## config.mk

```make
export PLATFORM = sky130hd
export DESIGN_NAME = serial_frame_tx
export DESIGN_NICKNAME = d
export VERILOG_FILES = /design/src/rtl/serial_frame_tx.sv
export SDC_FILE = /design/constraint.sdc
export NUM_CORES = 1
export LEC_CHECK = 0
export ABC_AREA = 1
export CORE_MARGIN = 3
export CORE_UTILIZATION = 27
export DETAILED_ROUTE_END_ITERATION = 7
export SKIP_LAST_GASP = 1
export SLEW_MARGIN = 5
export SYNTH_ARGS = -nofsm -noshare
export SYNTH_HDL_FRONTEND = slang
export SYNTH_SLANG_ARGS = --single-unit
```

## constraint.sdc

```tcl
create_clock -name clk -period 1.3 [get_ports clk]
set_input_delay 0.325 -clock clk [delete_from_list [all_inputs] [get_ports clk]]
set_output_delay 0.325 -clock clk [all_outputs]
set_load 0.05 [all_outputs]
```

## src/rtl/serial_frame_tx.sv

```systemverilog
// Serial framing transmitter: sends preamble "010", DATA_W bits MSB-first and a
// stop "1" on an idle-high line, each bit held CLKS_PER_BIT clocks.
module serial_frame_tx #(
  parameter int unsigned DATA_W       = 8,
  parameter int unsigned CLKS_PER_BIT = 1
) (
  input  logic              clk,
  input  logic              rst,
  input  logic [DATA_W-1:0] data_in,
  input  logic              valid_in,
  output logic              ready,
  output logic              b_out,
  output logic              busy,
  output logic              frame_done
);

  localparam int unsigned TMR_W = $clog2(CLKS_PER_BIT + 1);
  localparam int unsigned IDX_W = (DATA_W > 1) ? $clog2(DATA_W) : 1;
  localparam logic [TMR_W-1:0] TMR_LAST = TMR_W'(CLKS_PER_BIT - 1);
  localparam logic [IDX_W-1:0] IDX_LAST = IDX_W'(DATA_W - 1);

  typedef enum logic [1:0] {
    IDLE = 2'd0,
    PRE  = 2'd1,
    DATA = 2'd2,
    STOP = 2'd3
  } state_e;

  state_e              state_q, state_d;
  logic [TMR_W-1:0]    timer_q, timer_d;
  logic [1:0]          pidx_q, pidx_d;
  logic [IDX_W-1:0]    didx_q, didx_d;
  logic [DATA_W-1:0]   shift_q, shift_d;
  logic [DATA_W-1:0]   shift_nxt;
  logic                b_out_q, b_out_d;
  logic                done_q, done_d;
  logic                bit_end;
  logic                accept;

  assign ready      = (state_q == IDLE) && !rst;
  assign busy       = (state_q != IDLE);
  assign b_out      = b_out_q;
  assign frame_done = done_q;

  // State and datapath registers
  always_ff @(posedge clk) begin
    if (rst) begin
      state_q <= IDLE;
      timer_q <= '0;
      pidx_q  <= '0;
      didx_q  <= '0;
      shift_q <= '0;
      b_out_q <= 1'b1;
      done_q  <= 1'b0;
    end else begin
      state_q <= state_d;
      timer_q <= timer_d;
      pidx_q  <= pidx_d;
      didx_q  <= didx_d;
      shift_q <= shift_d;
      b_out_q <= b_out_d;
      done_q  <= done_d;
    end
  end

  // Next-state: the line value for the next bit is loaded at the last clock of the current bit
  always_comb begin
    state_d   = state_q;
    timer_d   = timer_q;
    pidx_d    = pidx_q;
    didx_d    = didx_q;
    shift_d   = shift_q;
    b_out_d   = b_out_q;
    done_d    = 1'b0;
    bit_end   = (timer_q == TMR_LAST);
    accept    = valid_in && ready;
    shift_nxt = shift_q << 1;

    if (state_q != IDLE) begin
      timer_d = bit_end ? '0 : timer_q + TMR_W'(1);
    end

    case (state_q)
      IDLE: begin
        b_out_d = 1'b1;
        if (accept) begin
          shift_d = data_in;
          state_d = PRE;
          b_out_d = 1'b0;
          timer_d = '0;
          pidx_d  = '0;
        end
      end
      PRE: begin
        if (bit_end) begin
          if (pidx_q == 2'd2) begin
            state_d = DATA;
            didx_d  = '0;
            b_out_d = shift_q[DATA_W-1];
          end else begin
            pidx_d  = pidx_q + 2'd1;
            b_out_d = (pidx_q == 2'd0);
          end
        end
      end
      DATA: begin
        if (bit_end) begin
          if (didx_q == IDX_LAST) begin
            state_d = STOP;
            b_out_d = 1'b1;
          end else begin
            didx_d  = didx_q + IDX_W'(1);
            shift_d = shift_nxt;
            b_out_d = shift_nxt[DATA_W-1];
          end
        end
      end
      STOP: begin
        b_out_d = 1'b1;
        if (bit_end) begin
          state_d = IDLE;
          done_d  = 1'b1;
        end
      end
      default: begin
        state_d = IDLE;
        b_out_d = 1'b1;
      end
    endcase
  end

endmodule

```

==> impl_results.md <==
- Outcome: finished with violations
- Failing checks: setup timing
- WP data arrival: 1.26 ns
- TritonRoute pass-1 iters: 4
- Post-CTS Hold Fix Bufs: 0
- Min-delay src: shift_q[0]$_SDFFE_PP0P_
- Nets: 235
- Net Sw Frac: 43.5%
- CTS tree: done
- Area fraction in compound gates after synthesis: 9.10%
- Finished Layout Cells: 262
- Max H-tree Level: 1
- Setup Skew: 0.000939 ns
- Worst EP required: 0.98 ns
- DRT antenna net count: 0
- Clk slew on worst S/H paths: 0.07 ns
- Vias in the first global route: 1138
- Worst slew pin tran: 0.303 ns
- CTS buffer count: 3
- Area of the core: 3830 um2
- WS Path Type: register to primary output
- WL per Instance: 10.4 um
- #FFs+latches synth: 18
- Largest family of logic cells by synthesized area: simple AND/OR/NAND/NOR gates
- Synth Area in XOR/XNOR: 0%
- Clock Latency Late Sink: 0.26 ns
- Worst Hold Path Cells: 2
- Die W: 70.2 um
- Final worst-path setup slack: -0.285 ns
- Hold path endpoint: shift_q[0]$_SDFFE_PP0P_
- Total routed wirelength: 2710 um
- GR Util All Layers: 11.8%
- Initial antenna violation count: 0
- Final Slew Violations: 0
- Yosys cell types: 20
- Startpoint types: register
- Syn Area/Cell: 6.59 um2
- Int Power: 2.43 mW
- Crit end category: primary output
- Layout area overhead: 60.2%
- Seq/Total Area, Yosys: 32.4%
- Routed vias: 1155
- Hpwl dp: 1910 um
- Placed insts: 249
- Min-Delay Path Class: register to register
- GRT Residual Overflow: 0
- Placed instance area: 1520 um2
- Crit Reg-Reg Startpoint: state_q[0]$_SDFFE_PP0P_
- Die height: 70.2 um
- Antenna cell count: 0
- R2r setup slk: -0.23 ns
- DR iter-0 viols: 46
- Post-synthesis mux area share: 0%
- Mapped Cells: 169
- Tmin final: 1.58 ns
- Clock Path Buffers: 2
- Adder-Cell Fraction of Synth Area: 10.1%
- Final Hold Fails: 0
- Root Buffer: clkbuf_8
- Via/cell ratio: 4.41
- Initial core utilization: 29.1%
- RePlAce Congestion: 0.764
- Max_cap viols: 0
- Post-Synth Simple-Gate Area: 38.9%
- R2r endpoint: b_out$_SDFFE_PP1P_
- DRC: 0
- Utilization after layout: 46.6%
- Unrepaired setup endpoints after global routing: yes
- Pleak: 0.855 nW
- CP max FO: 3
- Psw: 1.87 mW
- # setup viols final: 18
- CTS Sinks: 18
- Die footprint: 4930 um2
- Pwr Density: 2400 nW/um2
- Design area: 1780 um2
- Seq pwr share: 20.1%
- Max Clk Rate: 631 MHz
- Crit share post-route: 122%
- Layout cells sized above 1: 35.0%
- FP Rows: 22
- Io pins: 15
- Slew HR: 79.7%
- Mapped Area: 1110 um2
- Gate power share: 69.0%
- # port buffers: 14
- Reg2reg path depth: 13
- Clock share of power: 10.9%
- Synth Net Count: 189
- First-pass GRT wire length: 4760 um
- Synthesis warning total: 0
- Final hold slack: 0.472 ns
- Largest net degree at the start of global routing: 11
- Worst VDD drop: 1.71 mV
## how the worst max path moves through the flow
stage	startpoint	endpoint	slack (ns)	cells after the start
after CTS	state_q[0]$_SDFFE_PP0P_	ready	-0.30	6
after detailed placement	rst	state_q[0]$_SDFFE_PP0P_	-0.32	8
after global placement	rst	state_q[0]$_SDFFE_PP0P_	-0.30	8
after global routing	state_q[0]$_SDFFE_PP0P_	b_out$_SDFFE_PP1P_	-0.35	13
final	state_q[0]$_SDFFE_PP0P_	busy	-0.28	6
after floorplan	state_q[1]$_SDFFE_PP0P_	b_out$_SDFFE_PP1P_	-0.37	9
## per-stage QoR
step,TNS (ns),power (mW),setup slack (ns)
6_report,-2.96,4.29,-0.285
4_1_cts,-2.72,4.16,-0.300
2_1_floorplan,-1.25,2.41,-0.369
3_5_place_dp,-4.46,3.25,-0.315
3_3_place_gp,-4.22,3.25,-0.301
5_1_grt,-4.43,4.71,-0.347
## cell usage in the layout (no fill, tap or decap), drive strengths merged
cell and instances:
a21boi 6, buf 35, clkdlybuf4s50 10, ha 9
dfxtp 18, nand3 15, clkinv 1, o21ai 4
clkbuf 4, nand4 1, nand2 49, nand3b 1
clkinvlp 1, nor2 35, nor4 1, a21oi 5
inv 19
## power groups by stage
stage                     Sequential (mW)  Clock [mW]  Combinational [mW]
final                               0.861       0.467                2.96
after global routing                0.887       0.501                3.32
after CTS                           0.863       0.482                2.81
after detailed placement            0.865           0                2.39
after global placement              0.861           0                2.39
after floorplan                     0.898           0                1.51
## worst max-delay path, stage by stage (launching register included)
cell	delay (ns)
dfxtp_2	0.32
inv_2	0.06
buf_6	0.10
ha_4	0.14
clkinvlp_4	0.10
buf_6	0.14
buf_12	0.14
## state kept, by name, indices dropped and copies added, names as in the netlist
| name | cells |
|---|---|
| frame_done | 1 |
| timer_q | 1 |
| b_out | 1 |
| shift_q | 8 |
| state_q | 2 |
| pidx_q | 2 |
| didx_q | 3 |
## cells in the mapped netlist
master | n | area [um2]
a21boi_0 | 6 | 45.0
a21oi_1 | 5 | 25.0
buf_2 | 3 | 15.0
buf_6 | 1 | 11.3
clkinv_2 | 1 | 5.00
dfxtp_1 | 18 | 360
ha_1 | 9 | 113
inv_1 | 18 | 67.6
inv_2 | 2 | 7.51
nand2_1 | 45 | 169
nand2_2 | 4 | 25.0
nand3_1 | 14 | 70.1
nand3_2 | 1 | 10.0
nand3b_1 | 1 | 7.51
nand4_1 | 1 | 6.26
nor2_1 | 34 | 128
nor2_4 | 1 | 11.3
nor4_1 | 1 | 6.26
o21ai_0 | 3 | 15.0
o21ai_4 | 1 | 16.3
## metal layers
metal  wire length [um]  track usage (%)
met1               1270             14.7
met2               1300             19.2
met3                 96             3.17
met4                 43             4.47
met5                  0                0
## logic make-up after synthesis
logic type               Yosys count
AO/OA/AOI/OAI                     15
adder cells (fa/ha/maj)            9
buffers and inverters             25
flip-flops                        18
AND/OR/NAND/NOR                  102
## cell type report
cell class | instances | area [um2]
Fill cell | 384 | 2040
Clock buffer | 4 | 55.1
Timing Repair Buffer | 45 | 447
Inverter | 21 | 87.6
Sequential cell | 18 | 364
Multi-Input combinational cell | 126 | 771
Tap cell | 48 | 60.1
## what timing repair did
item | 4_1_cts | 5_1_grt
hold endpoints to repair | 0 | 0
setup buffers | 7 | 2
gates resized for setup | 27 | 13
endpoints found under the setup margin | 18 | 18
pin swaps | 11 | 13
Note: power is estimated with default switching activity, not from simulation.
